**src/rtl/pipe_control_unit.sv**
```systemverilog
// MIPS pipeline control: opcode decode, ID/EX -> EX/MEM -> MEM/WB control
// registers, load-use stall, taken-branch flush and illegal-opcode counting.
module pipe_control_unit #(
    parameter int REG_W = 5,
    parameter int CNT_W = 8,
    parameter int OP_W  = 6
) (
    input  logic             clk,
    input  logic             rst,
    input  logic [OP_W-1:0]  opcode,
    input  logic [REG_W-1:0] if_id_rs,
    input  logic [REG_W-1:0] if_id_rt,
    input  logic [REG_W-1:0] id_ex_rt,
    input  logic             br_taken,
    output logic [3:0]       idex_ex,
    output logic [2:0]       idex_m,
    output logic [1:0]       idex_wb,
    output logic [2:0]       exmem_m,
    output logic [1:0]       exmem_wb,
    output logic [1:0]       memwb_wb,
    output logic             pc_write,
    output logic             if_id_write,
    output logic             if_flush,
    output logic             illegal_op,
    output logic [CNT_W-1:0] illegal_cnt
);

    localparam logic [OP_W-1:0] OP_RTYPE = OP_W'(6'b000000);
    localparam logic [OP_W-1:0] OP_LW    = OP_W'(6'b100011);
    localparam logic [OP_W-1:0] OP_SW    = OP_W'(6'b101011);
    localparam logic [OP_W-1:0] OP_BEQ   = OP_W'(6'b000100);
    localparam logic [OP_W-1:0] OP_ADDI  = OP_W'(6'b001000);

    logic [3:0] dec_ex;
    logic [2:0] dec_m;
    logic [1:0] dec_wb;
    logic       dec_illegal;
    logic       stall;

    logic [3:0]       idex_ex_q,  idex_ex_d;
    logic [2:0]       idex_m_q,   idex_m_d;
    logic [1:0]       idex_wb_q,  idex_wb_d;
    logic [2:0]       exmem_m_q,  exmem_m_d;
    logic [1:0]       exmem_wb_q, exmem_wb_d;
    logic [1:0]       memwb_wb_q, memwb_wb_d;
    logic             illegal_op_q, illegal_op_d;
    logic [CNT_W-1:0] illegal_cnt_q, illegal_cnt_d;

    always_comb begin
        dec_ex      = 4'b0000;
        dec_m       = 3'b000;
        dec_wb      = 2'b00;
        dec_illegal = 1'b0;
        case (opcode)
            OP_RTYPE: begin dec_ex = 4'b1100; dec_m = 3'b000; dec_wb = 2'b10; end
            OP_LW:    begin dec_ex = 4'b0001; dec_m = 3'b001; dec_wb = 2'b11; end
            OP_SW:    begin dec_ex = 4'b0001; dec_m = 3'b010; dec_wb = 2'b00; end
            OP_BEQ:   begin dec_ex = 4'b0010; dec_m = 3'b100; dec_wb = 2'b00; end
            OP_ADDI:  begin dec_ex = 4'b0001; dec_m = 3'b000; dec_wb = 2'b10; end
            default:  dec_illegal = 1'b1;
        endcase
    end

    // Register 0 is hardwired zero, so a load to it can never create a hazard.
    always_comb begin
        stall = idex_m_q[0] && (id_ex_rt != '0) &&
                ((id_ex_rt == if_id_rs) || (id_ex_rt == if_id_rt));
    end

    // A taken branch wins over a stall: the stalled instruction is being flushed anyway.
    always_comb begin
        pc_write    = br_taken || !stall;
        if_id_write = br_taken || !stall;
        if_flush    = br_taken;
    end

    always_comb begin
        idex_ex_d  = dec_ex;
        idex_m_d   = dec_m;
        idex_wb_d  = dec_wb;
        exmem_m_d  = idex_m_q;
        exmem_wb_d = idex_wb_q;
        memwb_wb_d = exmem_wb_q;
        if (br_taken || stall) begin
            idex_ex_d = '0;
            idex_m_d  = '0;
            idex_wb_d = '0;
        end
        if (br_taken) begin
            exmem_m_d  = '0;
            exmem_wb_d = '0;
        end
    end

    always_comb begin
        illegal_op_d  = illegal_op_q;
        illegal_cnt_d = illegal_cnt_q;
        if (dec_illegal && !stall && !br_taken) begin
            illegal_op_d = 1'b1;
            if (illegal_cnt_q != {CNT_W{1'b1}})
                illegal_cnt_d = illegal_cnt_q + CNT_W'(1);
        end
    end

    always_ff @(posedge clk or posedge rst) begin
        if (rst) begin
            idex_ex_q     <= '0;
            idex_m_q      <= '0;
            idex_wb_q     <= '0;
            exmem_m_q     <= '0;
            exmem_wb_q    <= '0;
            memwb_wb_q    <= '0;
            illegal_op_q  <= 1'b0;
            illegal_cnt_q <= '0;
        end else begin
            idex_ex_q     <= idex_ex_d;
            idex_m_q      <= idex_m_d;
            idex_wb_q     <= idex_wb_d;
            exmem_m_q     <= exmem_m_d;
            exmem_wb_q    <= exmem_wb_d;
            memwb_wb_q    <= memwb_wb_d;
            illegal_op_q  <= illegal_op_d;
            illegal_cnt_q <= illegal_cnt_d;
        end
    end

    assign idex_ex     = idex_ex_q;
    assign idex_m      = idex_m_q;
    assign idex_wb     = idex_wb_q;
    assign exmem_m     = exmem_m_q;
    assign exmem_wb    = exmem_wb_q;
    assign memwb_wb    = memwb_wb_q;
    assign illegal_op  = illegal_op_q;
    assign illegal_cnt = illegal_cnt_q;

endmodule

```
**config.mk**
```make
export PLATFORM = sky130hd
export DESIGN_NAME = pipe_control_unit
export DESIGN_NICKNAME = d
export VERILOG_FILES = /design/src/rtl/pipe_control_unit.sv
export SDC_FILE = /design/constraint.sdc
export NUM_CORES = 1
export LEC_CHECK = 0
export CAP_MARGIN = 20
export CORE_MARGIN = 5
export CORE_UTILIZATION = 42
export CTS_BUF_LIST = sky130_fd_sc_hd__clkbuf_8
export DETAILED_ROUTE_END_ITERATION = 12
export PLACE_DENSITY_LB_ADDON = 0.1
export SKIP_LAST_GASP = 1
export SLEW_MARGIN = 15
export SYNTH_ARGS = -nofsm -noshare
export SYNTH_HDL_FRONTEND = slang
export SYNTH_SLANG_ARGS = --single-unit
```
**constraint.sdc**
```tcl
create_clock -name clk -period 2.4 [get_ports clk]
set_input_delay 0.24 -clock clk [delete_from_list [all_inputs] [get_ports clk]]
set_output_delay 0.24 -clock clk [all_outputs]
set_load 0.02 [all_outputs]
```
==> results of run 1 <==
==> repair_timing <==
item                       4_1_cts  5_1_grt
resized for setup                1        1
hold buffers                     0        0
setup endpoints to repair        2        1
==> logic make-up after synthesis <==
kind of cell / after synthesis
flops: 22
mux: 3
compound gates: 5
simple gates: 45
fa+ha+maj: 1
buf+inv: 13
xor+xnor: 15
==> layout make-up <==
type	instances	area, um^2	share of cell area
Sequential cell	22	551	0.323
Timing Repair Buffer	56	549	0.323
Multi-Input combinational cell	69	479	0.281
Clock buffer	3	41.3	0.0242
Tap cell	30	37.5	0.0220
Clock inverter	1	30.0	0.0176
Inverter	4	15.0	0.00882
==> cells in the final DEF (no fill, tap or decap), types with 3 or more instances in the layout <==
master	n
nor2_1	7
nand3_1	4
buf_4	5
clkdlybuf4s50_1	49
xnor2_1	5
inv_1	4
nand2b_1	3
or3_1	3
clkbuf_8	3
nor3_1	6
nor2b_1	4
mux2_2	3
dfrtp_1	22
xor2_1	10
nor4_1	7
nand2_1	5
==> per-stage QoR <==
step	worst slack (ns)	hold WS, ns	cells	util
after global placement	0.0154	0.359	181	0.652
after CTS	0.00466	0.384	185	0.680
after floorplan	0.400	0.229	104	-
final	0.261	0.381	185	0.681
after detailed placement	0.00247	0.365	181	0.652
after global routing	0.162	0.389	185	0.681
==> worst min path at each step <==
| stage | to | start |
|---|---|---|
| CTS | memwb_wb[1] | exmem_wb[1] |
| detailed placement | memwb_wb[1] | exmem_wb[1] |
| floorplan | exmem_m[0] | rst |
| global placement | memwb_wb[1] | exmem_wb[1] |
| finish | memwb_wb[1] | exmem_wb[1] |
| global route | memwb_wb[1] | exmem_wb[1] |
==> power by group <==
group / switching, uW / total [uW] / internal (uW)
Sequential: 66.7 / 502 / 435
Combinational: 196 / 417 / 221
Clock: 119 / 341 / 223
Total: 381 / 1260 / 879
==> Yosys cell counts (3+ instances only) <==
cell       n
xor2_1    10
xnor2_1    5
nor2_1     7
or3_1      3
nand2_1    5
nor4_1     7
inv_1      4
mux2_2     3
nand3_1    4
clkbuf_1   3
nor3_1     6
dfrtp_1   22
nand2b_1   3
nor2b_1    4
buf_4      5
==> critical path, cell delays in order <==
cell and delay, ns:
clkdlybuf4s50_1 0.46, or4_1 0.54, o21ai_2 0.14, a21oi_2 0.07, buf_4 0.17, nor4_1 0.29
mux2_2 0.37
==> sequential cells by signal, summed over array words and instances (netlist names) <==
register,count
exmem_m,3
exmem_wb,1
idex_ex,3
idex_m,2
idex_wb,2
illegal_cnt,8
illegal_op,1
memwb_wb,2
==> routing by layer <==
layer	global-route usage	wire (um)
met5	0	0
met3	0.0252	177
met4	0.0929	63
met1	0.168	979
met2	0.254	1220
==> results.py, run 1 <==
metrics = {
    "synthesis": {
        "syn-num-nets": 129,
        "synth_top_area_cell": "dfrtp_1",
        "synthFlopType": "dfrtp_1",
        "yosys-top-cells-area": "dfrtp_1 50%, xor2_1 8.0%, nor4_1 4.0%, xnor2_1 4.0%, buf_4 3.4%",
        "ys_types": 28,
        "synth.top_cell.area_share": 0.501,
        "synth_edf_count": 0,
        "synth_compound_area_frac": 0.0342,
        "yosys.area_share.adder": 0.0114,
        "netlist_instances": 104,
        "yosys.area_share.simple": 0.240,
        "async_reset_ff_frac": 1.00,
        "synth_mux_area_frac": 0.0308,
        "syn_area_mm2": 0.00110,
        "synth_seq_area_share": 0.501,
        "synth_top_family_by_area": "simple AND/OR/NAND/NOR gates",
        "synthXorXnorAreaFrac": 0.120,
        "avgSynthCellArea_um2": 10.6,
        "ys_ff_latch": 22,
        "ys_warn_count": 0,
    },
    "grt": {
        "grt_max_degree": 23,
        "grt_overflow_total": 0,
        "grt_pass1_vias": 903,
        "grtUsageTotal": 0.147,
        "grt_antenna_before_repair": 0,
        "grt_pass1_wl_mm": 3.97,
    },
    "power": {
        "p_leak_uw": 0.000705,
        "vdd.ir_drop.worst_mv": 0.790,
        "finalPower_uw": 1260,
        "power_density_mw_per_mm2": 740,
    },
    "timing": {
        "finalSetupTns_ns": 0,
        "fmax_mhz": 467,
        "fin_skew_ns": 0.00433,
        "setup_viol": 0,
        "min_period_ns": 2.14,
        "grt_setup_unrepaired": "no",
        "tightest_slew_ns": 0.818,
        "fin_crit_sh": 0.891,
        "slew_violations": 0,
        "relSlewSlack": 0.454,
        "finalHoldViolations": 0,
    },
    "flow_run": {
        "maxCapViolCount": 0,
    },
    "drt": {
        "wl_per_cell_um": 13.2,
        "drt-total-wl_mm": 2.44,
        "drc": 0,
        "vias_per_cell": 4.94,
        "drtIter0Drc": 15,
        "dr.pass1.iters": 4,
        "dr_total_vias": 914,
        "detail-route-antenna-nets": 0,
    },
    "cts": {
        "htree_levels": 1,
        "postCtsSetupRepairBufs": 0,
        "cts_tree": "yes",
        "numCtsBuffers": 3,
        "cts_sinks": 22,
        "insertion_delay_ns": 0.26,
        "cts_root_buf": "clkbuf_8",
        "cts.clk_slew.worst_paths_ns": 0.08,
        "clock_path_buffers": 2,
    },
    "worst_setup_path": {
        "cp.arrival_ns": 2.29,
        "worstSetupEndpoint": "illegal_cnt[6]",
        "endpoint_kind": "flip-flop",
        "crit_required_ns": 2.55,
        "r2r_cells": 7,
        "reg2reg_slack_ns": 0.38,
        "startpoint_type": "input pin",
        "worstPathMaxFanout": 7,
        "rr_startpoint": "illegal_cnt[0]",
        "crit_start": "id_ex_rt[2]",
        "r2r-end": "illegal_cnt[4]",
        "path_class": "input pin to flip-flop",
    },
    "cells_and_area": {
        "final_nets": 181,
        "design_area_mm2": 0.00170,
        "drive_above_1_share": 0.110,
        "area_growth_pct": 55.0,
        "num-fill-cells": 206,
        "n_antenna_cell": 0,
    },
    "placed_design": {
        "place_area_mm2": 0.00163,
        "hpwl_mm": 2.01,
        "place_congestion": 0.807,
        "port_buffers": 51,
    },
    "worst_hold_path": {
        "hold_depth": 0,
        "min_path_type": "flip-flop to flip-flop",
    },
    "die": {
        "fp.dieW_um": 61.1,
        "fp.dieH_um": 61.1,
        "boundaryPins": 52,
        "dieArea_mm2": 0.00374,
        "coreArea_mm2": 0.00250,
        "start_util": 0.439,
        "fp-row-count": 18,
    },
    "status": {
        "status": "finished clean",
    },
}
(Power assumes the default switching activity.)
==> run 2, diff against run 1 <==
--- a/config.mk
+++ b/config.mk
@@ -7,12 +7,12 @@
 export LEC_CHECK = 0
 export CAP_MARGIN = 20
 export CORE_MARGIN = 5
-export CORE_UTILIZATION = 42
+export CORE_UTILIZATION = 45
 export CTS_BUF_LIST = sky130_fd_sc_hd__clkbuf_8
 export DETAILED_ROUTE_END_ITERATION = 12
 export PLACE_DENSITY_LB_ADDON = 0.1
 export SKIP_LAST_GASP = 1
-export SLEW_MARGIN = 15
+export SLEW_MARGIN = 10
 export SYNTH_ARGS = -nofsm -noshare
 export SYNTH_HDL_FRONTEND = slang
 export SYNTH_SLANG_ARGS = --single-unit
==> constraint.sdc (replaced) <==
create_clock -name clk -period 2.7 [get_ports clk]
set_input_delay 0.27 -clock clk [delete_from_list [all_inputs] [get_ports clk]]
set_output_delay 0.27 -clock clk [all_outputs]
set_load 0.02 [all_outputs]
==> run 2 against run 1 <==
Net effect:
- total power shrank 11%
- cell count shrank 2.7%
- utilization grew 1.2 points
- setup slack lost 0.13 ns
- via count is the same
- largest cell class unchanged
- largest power group unchanged
- highest routed layer unchanged
==> results.py, run 2 (same netlist as run 1, synthesis figures left out) <==
metrics = {
    "status": {
        "status": "finished clean",
    },
    "grt": {
        "use_met1": 0.179,
        "grt_busiest_layer": "met2",
        "grt_use_met2": 0.250,
        "grt_pass1_wl_mm": 3.97,
        "use_met3": 0.0349,
        "grt_antenna_before_repair": 0,
        "grt_max_degree": 23,
        "grt_pass1_vias": 902,
        "grt_overflow_total": 0,
        "grtUsageTotal": 0.147,
    },
    "power": {
        "p_leak_uw": 0.000683,
        "intPower_uw": 778,
        "seqPwrFrac": 0.399,
        "p_clk_frac": 0.272,
        "switchingPower_uw": 342,
        "p_sw_frac": 0.305,
        "power_density_mw_per_mm2": 670,
        "vdd.ir_drop.worst_mv": 0.563,
        "pwr-share-comb": 0.328,
        "finalPower_uw": 1120,
    },
    "placed_design": {
        "hpwl_mm": 1.84,
        "place_congestion": 0.820,
        "port_buffers": 51,
        "place_area_mm2": 0.00159,
    },
    "drt": {
        "detail-route-antenna-nets": 0,
        "drtIter0Drc": 15,
        "wl_per_cell_um": 13.1,
        "vias_per_cell": 5.08,
        "drt-total-wl_mm": 2.35,
        "dr_total_vias": 914,
        "drc": 0,
        "dr.pass1.iters": 2,
    },
    "worst_hold_path": {
        "min_from": "exmem_wb[1]",
        "hold_depth": 0,
        "min_path_type": "flip-flop to flip-flop",
        "min_to": "memwb_wb[1]",
    },
    "worst_setup_path": {
        "rr_startpoint": "illegal_cnt[0]",
        "worstPathMaxFanout": 10,
        "r2r_cells": 7,
        "r2r-end": "illegal_cnt[4]",
        "endpoint_kind": "output port",
        "cp.arrival_ns": 2.30,
        "startpoint_type": "input pin",
        "reg2reg_slack_ns": 0.65,
        "crit_required_ns": 2.43,
        "path_class": "input pin to output port",
    },
    "cells_and_area": {
        "num-fill-cells": 195,
        "drive_above_1_share": 0.0800,
        "final_cell_mix": "51 x clkdlybuf4s50_1, 22 x dfrtp_1, 10 x xor2_1",
        "largest_register_ffs": 8,
        "n_antenna_cell": 0,
        "final_common_cell": "clkdlybuf4s50_1",
        "area_growth_pct": 52.2,
        "design_area_mm2": 0.00167,
        "final_nets": 176,
    },
    "timing": {
        "finalSetupTns_ns": 0,
        "finalHoldViolations": 0,
        "tightest_slew_ns": 0.811,
        "slew_violations": 0,
        "fin_crit_sh": 0.951,
        "fin_skew_ns": 0.00283,
        "grt_setup_unrepaired": "no",
        "relSlewSlack": 0.459,
        "setup_viol": 0,
        "fmax_mhz": 389,
        "min_period_ns": 2.57,
    },
    "flow_run": {
        "maxCapViolCount": 0,
    },
    "die": {
        "dieArea_mm2": 0.00353,
        "fp-row-count": 18,
        "coreArea_mm2": 0.00241,
        "boundaryPins": 52,
        "fp.dieW_um": 59.4,
        "fp.dieH_um": 59.4,
        "start_util": 0.456,
    },
    "cts": {
        "clock_path_buffers": 2,
        "cts_sinks": 22,
        "cts_root_buf": "clkbuf_8",
        "numCtsBuffers": 3,
        "postCtsSetupRepairBufs": 0,
        "htree_levels": 1,
        "insertion_delay_ns": 0.26,
        "cts_tree": "yes",
        "cts.clk_slew.worst_paths_ns": 0.08,
    },
}
-- run 2: area by class of cell --
| type | count | area, um^2 | share of cell area |
|---|---|---|---|
| Inverter | 4 | 15.0 | 0.00898 |
| Timing Repair Buffer | 51 | 510 | 0.305 |
| Clock inverter | 1 | 30.0 | 0.0180 |
| Tap cell | 30 | 37.5 | 0.0225 |
| Sequential cell | 22 | 551 | 0.329 |
| Clock buffer | 3 | 41.3 | 0.0247 |
| Multi-Input combinational cell | 69 | 487 | 0.291 |
-- run 2: worst max-delay path by stage --
| stage | startpoint | end | slack, ns | cells after the start |
|---|---|---|---|---|
| 6_report | id_ex_rt[1] | if_id_write | 0.13 | 6 |
| 5_1_grt | id_ex_rt[0] | pc_write | 0.01 | 7 |
| 4_1_cts | id_ex_rt[3] | if_id_write | 0.05 | 7 |
| 3_5_place_dp | id_ex_rt[3] | if_id_write | 0.06 | 7 |
| 3_3_place_gp | id_ex_rt[2] | pc_write | 0.16 | 7 |
| 2_1_floorplan | illegal_cnt[0] | illegal_cnt[4] | 0.70 | 7 |
-- run 2: timing repair --
item,in CTS,in global routing
resized for setup,0,1
setup endpoints to repair,0,2
hold buffers,0,0
hold endpoints to repair,0,0
-- run 2: power groups by stage --
stage | combinational, uW | sequential [uW] | clock (uW)
6_report | 368 | 448 | 305
2_1_floorplan | 124 | 514 | 0
4_1_cts | 372 | 448 | 309
3_5_place_dp | 369 | 453 | 0
5_1_grt | 394 | 460 | 321
3_3_place_gp | 363 | 451 | 0
-- run 2: worst max-delay path: stages --
cell and delay [ns]:
clkdlybuf4s50_1 0.46, or4_1 0.56, o21ai_2 0.18, a21oi_4 0.09, nand2b_1 0.12, clkdlybuf4s50_1 0.61
-- run 2: stage by stage --
step / worst slack [ns] / hold WS, ns / utilization / cells
floorplan: 0.700 / 0.259 / - / 104
global placement: 0.157 / 0.358 / 0.661 / 176
detailed placement: 0.0595 / 0.374 / 0.661 / 176
CTS: 0.0524 / 0.392 / 0.691 / 180
global route: 0.0133 / 0.408 / 0.694 / 180
finish: 0.132 / 0.388 / 0.694 / 180
-- run 2: routing by layer --
metal	vias to the layer above	part of all wire
li1	443	-
met1	425	0.39
met2	40	0.50
met3	6	0.095
met4	0	0.014
met5	-	0
